File: src/rtl/mult_arbiter.sv
// mult_arbiter: shares one sequential Booth multiplier between two requesters.
// Each accepted request goes through IDLE -> START -> WAIT -> RESP. A WAIT
// that lasts MAX_WAIT cycles without mul_done aborts the multiplier and
// returns an error response.
// Build option: define MULT_ARB_RR_EN for round-robin grant. Otherwise
// requester 0 has fixed priority.
module mult_arbiter #(
   parameter int MAX_WAIT = 48
) (
   input  logic        clk,
   input  logic        rst,          // asynchronous, active low
   input  logic        req0_valid,
   input  logic [31:0] req0_m,
   input  logic [31:0] req0_q,
   output logic        req0_ready,
   input  logic        req1_valid,
   input  logic [31:0] req1_m,
   input  logic [31:0] req1_q,
   output logic        req1_ready,
   output logic        rsp_valid,
   output logic        rsp_id,
   output logic [63:0] rsp_result,
   output logic        rsp_err,
   input  logic        rsp_ready,
   output logic [31:0] mul_M,
   output logic [31:0] mul_Q,
   output logic        mul_start,
   output logic        mul_rst,
   input  logic        mul_done,
   input  logic [63:0] mul_result
);

   localparam int CNT_W = $clog2(MAX_WAIT + 1);

   typedef enum logic [1:0] {
      S_IDLE  = 2'd0,
      S_START = 2'd1,
      S_WAIT  = 2'd2,
      S_RESP  = 2'd3
   } state_t;

   state_t             state_q, state_d;
   logic [31:0]        opa_q, opa_d;
   logic [31:0]        opb_q, opb_d;
   logic               id_q, id_d;
   logic [63:0]        result_q, result_d;
   logic               err_q, err_d;
   logic [CNT_W-1:0]   cnt_q, cnt_d;
   logic               mrst_q, mrst_d;
   logic               grant1;
   logic               grant_any;

`ifdef MULT_ARB_RR_EN
   // prio_q names the requester that wins when both are valid.
   logic               prio_q, prio_d;

   // Round-robin: on a tie the requester not granted last wins.
   always_comb begin
      grant1 = req1_valid && (!req0_valid || prio_q);
   end
`else
   // Fixed priority: requester 0 wins every tie.
   always_comb begin
      grant1 = req1_valid && !req0_valid;
   end
`endif

   assign grant_any  = req0_valid || req1_valid;

   // Ready is combinational and goes only to the requester that holds the grant, and only in IDLE.
   assign req0_ready = (state_q == S_IDLE) && req0_valid && !grant1;
   assign req1_ready = (state_q == S_IDLE) && grant1;

   assign rsp_valid  = (state_q == S_RESP);
   assign rsp_id     = id_q;
   assign rsp_result = result_q;
   assign rsp_err    = err_q;
   assign mul_M      = opa_q;
   assign mul_Q      = opb_q;
   assign mul_start  = (state_q == S_START);
   // The multiplier is also held in reset whenever the arbiter is in reset.
   assign mul_rst    = !rst || mrst_q;

   // Next-state and datapath updates for the request/response sequence.
   always_comb begin
      // NOTE: every variable gets a default first, so no path leaves one unassigned and no latch is inferred.
      state_d  = state_q;
      opa_d    = opa_q;
      opb_d    = opb_q;
      id_d     = id_q;
      result_d = result_q;
      err_d    = err_q;
      cnt_d    = cnt_q;
      mrst_d   = 1'b0;
`ifdef MULT_ARB_RR_EN
      prio_d   = prio_q;
`endif
      case (state_q)
         S_IDLE: begin
            if (grant_any) begin
               // The handshake happens in this cycle, so capture the winner's operands now.
               opa_d   = grant1 ? req1_m : req0_m;
               opb_d   = grant1 ? req1_q : req0_q;
               id_d    = grant1;
               state_d = S_START;
`ifdef MULT_ARB_RR_EN
               prio_d  = !grant1;
`endif
            end
         end
         S_START: begin
            cnt_d   = '0;
            state_d = S_WAIT;
         end
         S_WAIT: begin
            cnt_d = cnt_q + CNT_W'(1);
            // In the first WAIT cycle mul_done may still hold over from the previous product.
            if ((cnt_q != '0) && mul_done) begin
               result_d = mul_result;
               err_d    = 1'b0;
               state_d  = S_RESP;
            end else if (cnt_q == CNT_W'(MAX_WAIT - 1)) begin
               result_d = '0;
               err_d    = 1'b1;
               mrst_d   = 1'b1;
               state_d  = S_RESP;
            end
         end
         S_RESP: begin
            if (rsp_ready) state_d = S_IDLE;
         end
         default: state_d = S_IDLE;
      endcase
   end

   // State and datapath registers. Reset returns everything to a clean IDLE.
   always_ff @(posedge clk or negedge rst) begin
      if (!rst) begin
         // NOTE: sequential state uses non-blocking assignments, so every register samples pre-edge values.
         state_q  <= S_IDLE;
         opa_q    <= '0;
         opb_q    <= '0;
         id_q     <= 1'b0;
         result_q <= '0;
         err_q    <= 1'b0;
         cnt_q    <= '0;
         mrst_q   <= 1'b0;
`ifdef MULT_ARB_RR_EN
         prio_q   <= 1'b0;
`endif
      end else begin
         state_q  <= state_d;
         opa_q    <= opa_d;
         opb_q    <= opb_d;
         id_q     <= id_d;
         result_q <= result_d;
         err_q    <= err_d;
         cnt_q    <= cnt_d;
         mrst_q   <= mrst_d;
`ifdef MULT_ARB_RR_EN
         prio_q   <= prio_d;
`endif
      end
   end

endmodule
File: config.mk
export PLATFORM = sky130hd
export DESIGN_NAME = mult_arbiter
export DESIGN_NICKNAME = d
export VERILOG_FILES = /design/src/rtl/mult_arbiter.sv
export SDC_FILE = /design/constraint.sdc
export NUM_CORES = 1
export LEC_CHECK = 0
export CAP_MARGIN = 40
export CELL_PAD_IN_SITES_DETAIL_PLACEMENT = 1
export CELL_PAD_IN_SITES_GLOBAL_PLACEMENT = 1
export CORE_AREA = 2 2 130 132
export DETAILED_ROUTE_END_ITERATION = 10
export DIE_AREA = 0 0 132 134
export DONT_BUFFER_PORTS = 1
export GPL_TIMING_DRIVEN = 1
export HOLD_SLACK_MARGIN = 0.06
export PLACE_DENSITY_LB_ADDON = 0.1
export SYNTH_ARGS = -nofsm -noshare
export SYNTH_HDL_FRONTEND = slang
export SYNTH_SLANG_ARGS = --single-unit
File: constraint.sdc
create_clock -name clk -period 2.15 [get_ports clk]
set_input_delay 0.3225 -clock clk [delete_from_list [all_inputs] [get_ports clk]]
set_output_delay 0.3225 -clock clk [all_outputs]
set_load 0.01 [all_outputs]
==> out/results.txt <==
The effective utilization at floorplan was 35.9%. Of the cells placed in the final design, the portion with a size suffix greater than 1 is 9.14%. In this design, the largest share of critical-path delay is due to compound AO/OA/AOI/OAI gates. STA puts the critical path data required time at 2490 ps.

The core area was 0.0163 mm^2; the number of sinks driven by the clock tree was 139. The run gives 420 ps as the clock latency on the worst-skew pair. The worst setup path is launched from a flop. The synthesized area divided by synthesized cell count works out to 12.0 um^2. Initial antenna violation count: 0. The worst setup path is captured at a flop.

The final critical path takes up 90.3% of the cycle. The total count of hold-check failures in the final report is 139, and the transition at the pin with the smallest max-transition slack is 705 ps. The routed design could run at a clock period as short as 1940 ps. The total leakage power was 3.32 nW; the wire length of the first global-routing pass was 26700 um.

Via count of the first global-routing pass: 4379. Worst clock skew: 9.62 ps. The run finished, with violations left. In the post-synthesis netlist, the biggest area contributors are sky130_fd_sc_hd__dfrtp_1, sky130_fd_sc_hd__mux2i_1, sky130_fd_sc_hd__a22o_1.

After technology mapping, the gate count stands at 488. The maximum fanout count along the critical path came out at 64. The logs give 0.000564 V for the highest ir drop seen on vdd and 693 for the net count after synthesis. Sequential fraction of the synthesis area: 59.4%. Power spread over the standard cell area amounts to 1450 mW/mm^2. Aggregate negative setup slack: 0 ps. Type of the setup path with the least slack: reg2reg. The worst slew margin relative to its limit was 52.8%. The global-route usage over all layers is 19.7%, and the worst-case reg-to-reg path depth is 7. The average vias per placed instance is 5.30, and the iteration-0 DRC count of the detailed router is 182.

TritonCTS built the clock tree. The antenna diode count was 0. The clock-pin slew reported for the worst setup and hold paths after clock tree synthesis is 60 ps, and the post-layout net count is 750. The clock passes through at most 2 buffers.

The cell with the biggest individual delay on the critical path is sky130_fd_sc_hd__dfrtp_1. The fraction of synthesized cell area taken by the top area cell type is 59.4%, and the post-detailed-route wirelength per cell is 22.2 um. Together, buffers and inverters on the worst path number 2. For the total DRC errors in the routed layout, the log shows 0.

Buffers added to address setup during post-CTS repair amount to 0. End-of-flow core utilization: 44.9%. The tightest min-delay check is of the in2async type.

After synthesis the cells add up to 0.00585 mm^2. The tree is rooted in a sky130_fd_sc_hd__clkbuf_16. Setup repair after global routing left no endpoint under its margin. The logs give 34 for the number of distinct standard cells referenced by the synthesized netlist and 17300 um for the wire length reported by the detailed router. Static timing analysis puts the maximum clock frequency at 515 MHz. The post-cts hold buffer count is 65. The tools report the full die area as 0.0177 mm^2. After layout, the design draws a total of 0.0106 W. Entering global routing, the biggest net connects 141 pins. For the number of vias in the routed layout, the log shows 4123. The die span in y was 134 um.

For the half-perimeter wire length after detailed placement, the log shows 11600 um. The total of warnings raised by yosys is 0, and the post-synthesis register bit count is 139. The post-detailed-route count of antenna-violating nets is 0, and the detailed-routing iteration count for the pre-antenna-repair pass is 4. The number of clock buffers inserted by TritonCTS is 17. The die extent in x works out to 132 um. Row generation in the floorplan step produced 47 rows.

The congestion estimate from routability-driven global placement came to 0.736. After global routing the overflow that remains totals 0. The critical path goes through inv_1 > ha_1 > nand2b_4 > o41a_1 > o21ai_4 > buf_12 > a22o_1.

The stage delay of the slowest cell on the critical path is 400 ps. The final reports fail on hold timing. The largest total area in the synthesized netlist belongs to sky130_fd_sc_hd__dfrtp_1. Total setup violations reported at the end of the flow: 0. For this design the top-level I/O count stands at 333. At the worst endpoint, the arrival time is 2280 ps.

The signed area change from the synthesized netlist to the final layout works out to 24.9%. The count of final max-slew check failures was 0; the smallest hold slack was -402 ps. Across the run, the number of max-cap violations was 0. The port buffer count was 0; the critical path depth in cells was 7.

H-tree depth: 4.
==> final cells by class <==
class	instances	area (um^2)
Fill cell	1748	8980
Sequential cell	139	3480
Multi-Input combinational cell	305	2170
Timing Repair Buffer	74	768
Clock buffer	17	425
Tap cell	220	275
Clock inverter	15	163
Inverter	8	30.0
==> worst paths after layout <==
kind	slack, ps	end	start
max	210	rsp_result[62]	cnt_q[0]
min	-400	mul_M[1]	rst
max reg2reg	210	rsp_result[62]	cnt_q[0]
min reg2reg	550	mul_M[9]	mul_M[9]
max in group asynchronous	2310	state_q[1]	rst
min in group clk	100	mul_M[10]	req0_m[10]
==> cell families after synthesis <==
kind of cell               share of synthesized area, %
AOI/OAI and AO/OA                                  17.4
xor gates and xnor gates                          0.150
adders and majority gates                          1.50
buffers and inverters                              3.93
DFF                                                59.4
muxes                                              11.1
and+or+nand+nor                                    6.48
==> Yosys cell counts <==
library cell and n:
sky130_fd_sc_hd__mux2i_1 64, sky130_fd_sc_hd__xor2_1 1, sky130_fd_sc_hd__o22ai_1 1, sky130_fd_sc_hd__nand2_1 66
sky130_fd_sc_hd__a22o_4 1, sky130_fd_sc_hd__nand2b_1 1, sky130_fd_sc_hd__a22o_2 1, sky130_fd_sc_hd__a21oi_1 4
sky130_fd_sc_hd__o32a_1 1, sky130_fd_sc_hd__a31oi_1 1, sky130_fd_sc_hd__nand3_1 3, sky130_fd_sc_hd__o21ai_4 1
sky130_fd_sc_hd__a22o_1 63, sky130_fd_sc_hd__mux2_2 1, sky130_fd_sc_hd__inv_1 8, sky130_fd_sc_hd__buf_1 2
sky130_fd_sc_hd__ha_1 7, sky130_fd_sc_hd__o41a_1 1, sky130_fd_sc_hd__o21ai_0 70, sky130_fd_sc_hd__nor3_1 1
sky130_fd_sc_hd__buf_6 6, sky130_fd_sc_hd__nor3b_1 1, sky130_fd_sc_hd__clkbuf_1 12, sky130_fd_sc_hd__nor2b_1 2
sky130_fd_sc_hd__nand3b_1 2, sky130_fd_sc_hd__buf_2 16, sky130_fd_sc_hd__nor2_1 5, sky130_fd_sc_hd__nand4_1 1
sky130_fd_sc_hd__o41ai_2 1, sky130_fd_sc_hd__nor3b_2 1, sky130_fd_sc_hd__dfrtp_1 139, sky130_fd_sc_hd__nand2b_4 1
sky130_fd_sc_hd__and2_1 2, sky130_fd_sc_hd__or3_1 1
==> metal layers <==
metal | part of all wire (%) | wire [um] | up-vias | GRT usage (%)
li1 | - | - | 1861 | -
met5 | 0 | 0 | - | 0
met2 | 55 | 9430 | 206 | 35.6
met4 | 1.5 | 261 | 0 | 7.13
met1 | 36 | 6140 | 2038 | 20.9
met3 | 8.5 | 1470 | 18 | 7.41
==> repair_timing <==
item	4_1_cts	5_1_grt
hold endpoints to repair	204	139
gates resized for setup	0	0
setup endpoints to repair	0	0
==> cell usage in the layout (no fill, tap or decap), drive strengths merged, types with 3 or more instances in the layout <==
| cell | n |
|---|---|
| ha | 7 |
| inv | 13 |
| nor2 | 5 |
| nand2 | 66 |
| dlygate4sd3 | 65 |
| buf | 9 |
| clkinvlp | 3 |
| dfrtp | 139 |
| clkinv | 5 |
| a21oi | 4 |
| clkbuf | 17 |
| mux2i | 64 |
| a22o | 65 |
| o21ai | 71 |
| nand3 | 3 |
==> power by group <==
group | internal (W) | leakage (nW) | total, W | switching [W]
sequential | 0.00380 | 1.74 | 0.00536 | 0.00157
clock | 0.00173 | 0.281 | 0.00292 | 0.00119
combinational | 0.00111 | 1.30 | 0.00233 | 0.00122
total | 0.00663 | 3.32 | 0.0106 | 0.00398
==> worst register-to-register path: cells and delay by family (launching register included) <==
| family | cells | cell delay [ps] |
|---|---|---|
| buf+inv | 2 | 400 |
| compound gates | 3 | 810 |
| simple gates | 1 | 60 |
| fa+ha+maj | 1 | 200 |
| flops | 1 | 400 |
==> registers in the layout, indices dropped and copies added, names as in the netlist <==
signal      count
cnt_q           6
mul_Q          32
rsp_result     64
rsp_id          1
state_q         2
rsp_err         1
mul_M          32
mrst_q          1
==> stage by stage <==
step	std cells	hold WS [ps]	cell area, um^2	setup WS (ps)
finish	778	-402	7310	209
CTS	778	-426	7310	203
global route	778	-432	7310	86.1
global placement	681	29.6	6070	351
floorplan	488	26.9	5850	426
detailed placement	681	30.6	6070	281
(Power assumes the default switching activity.)
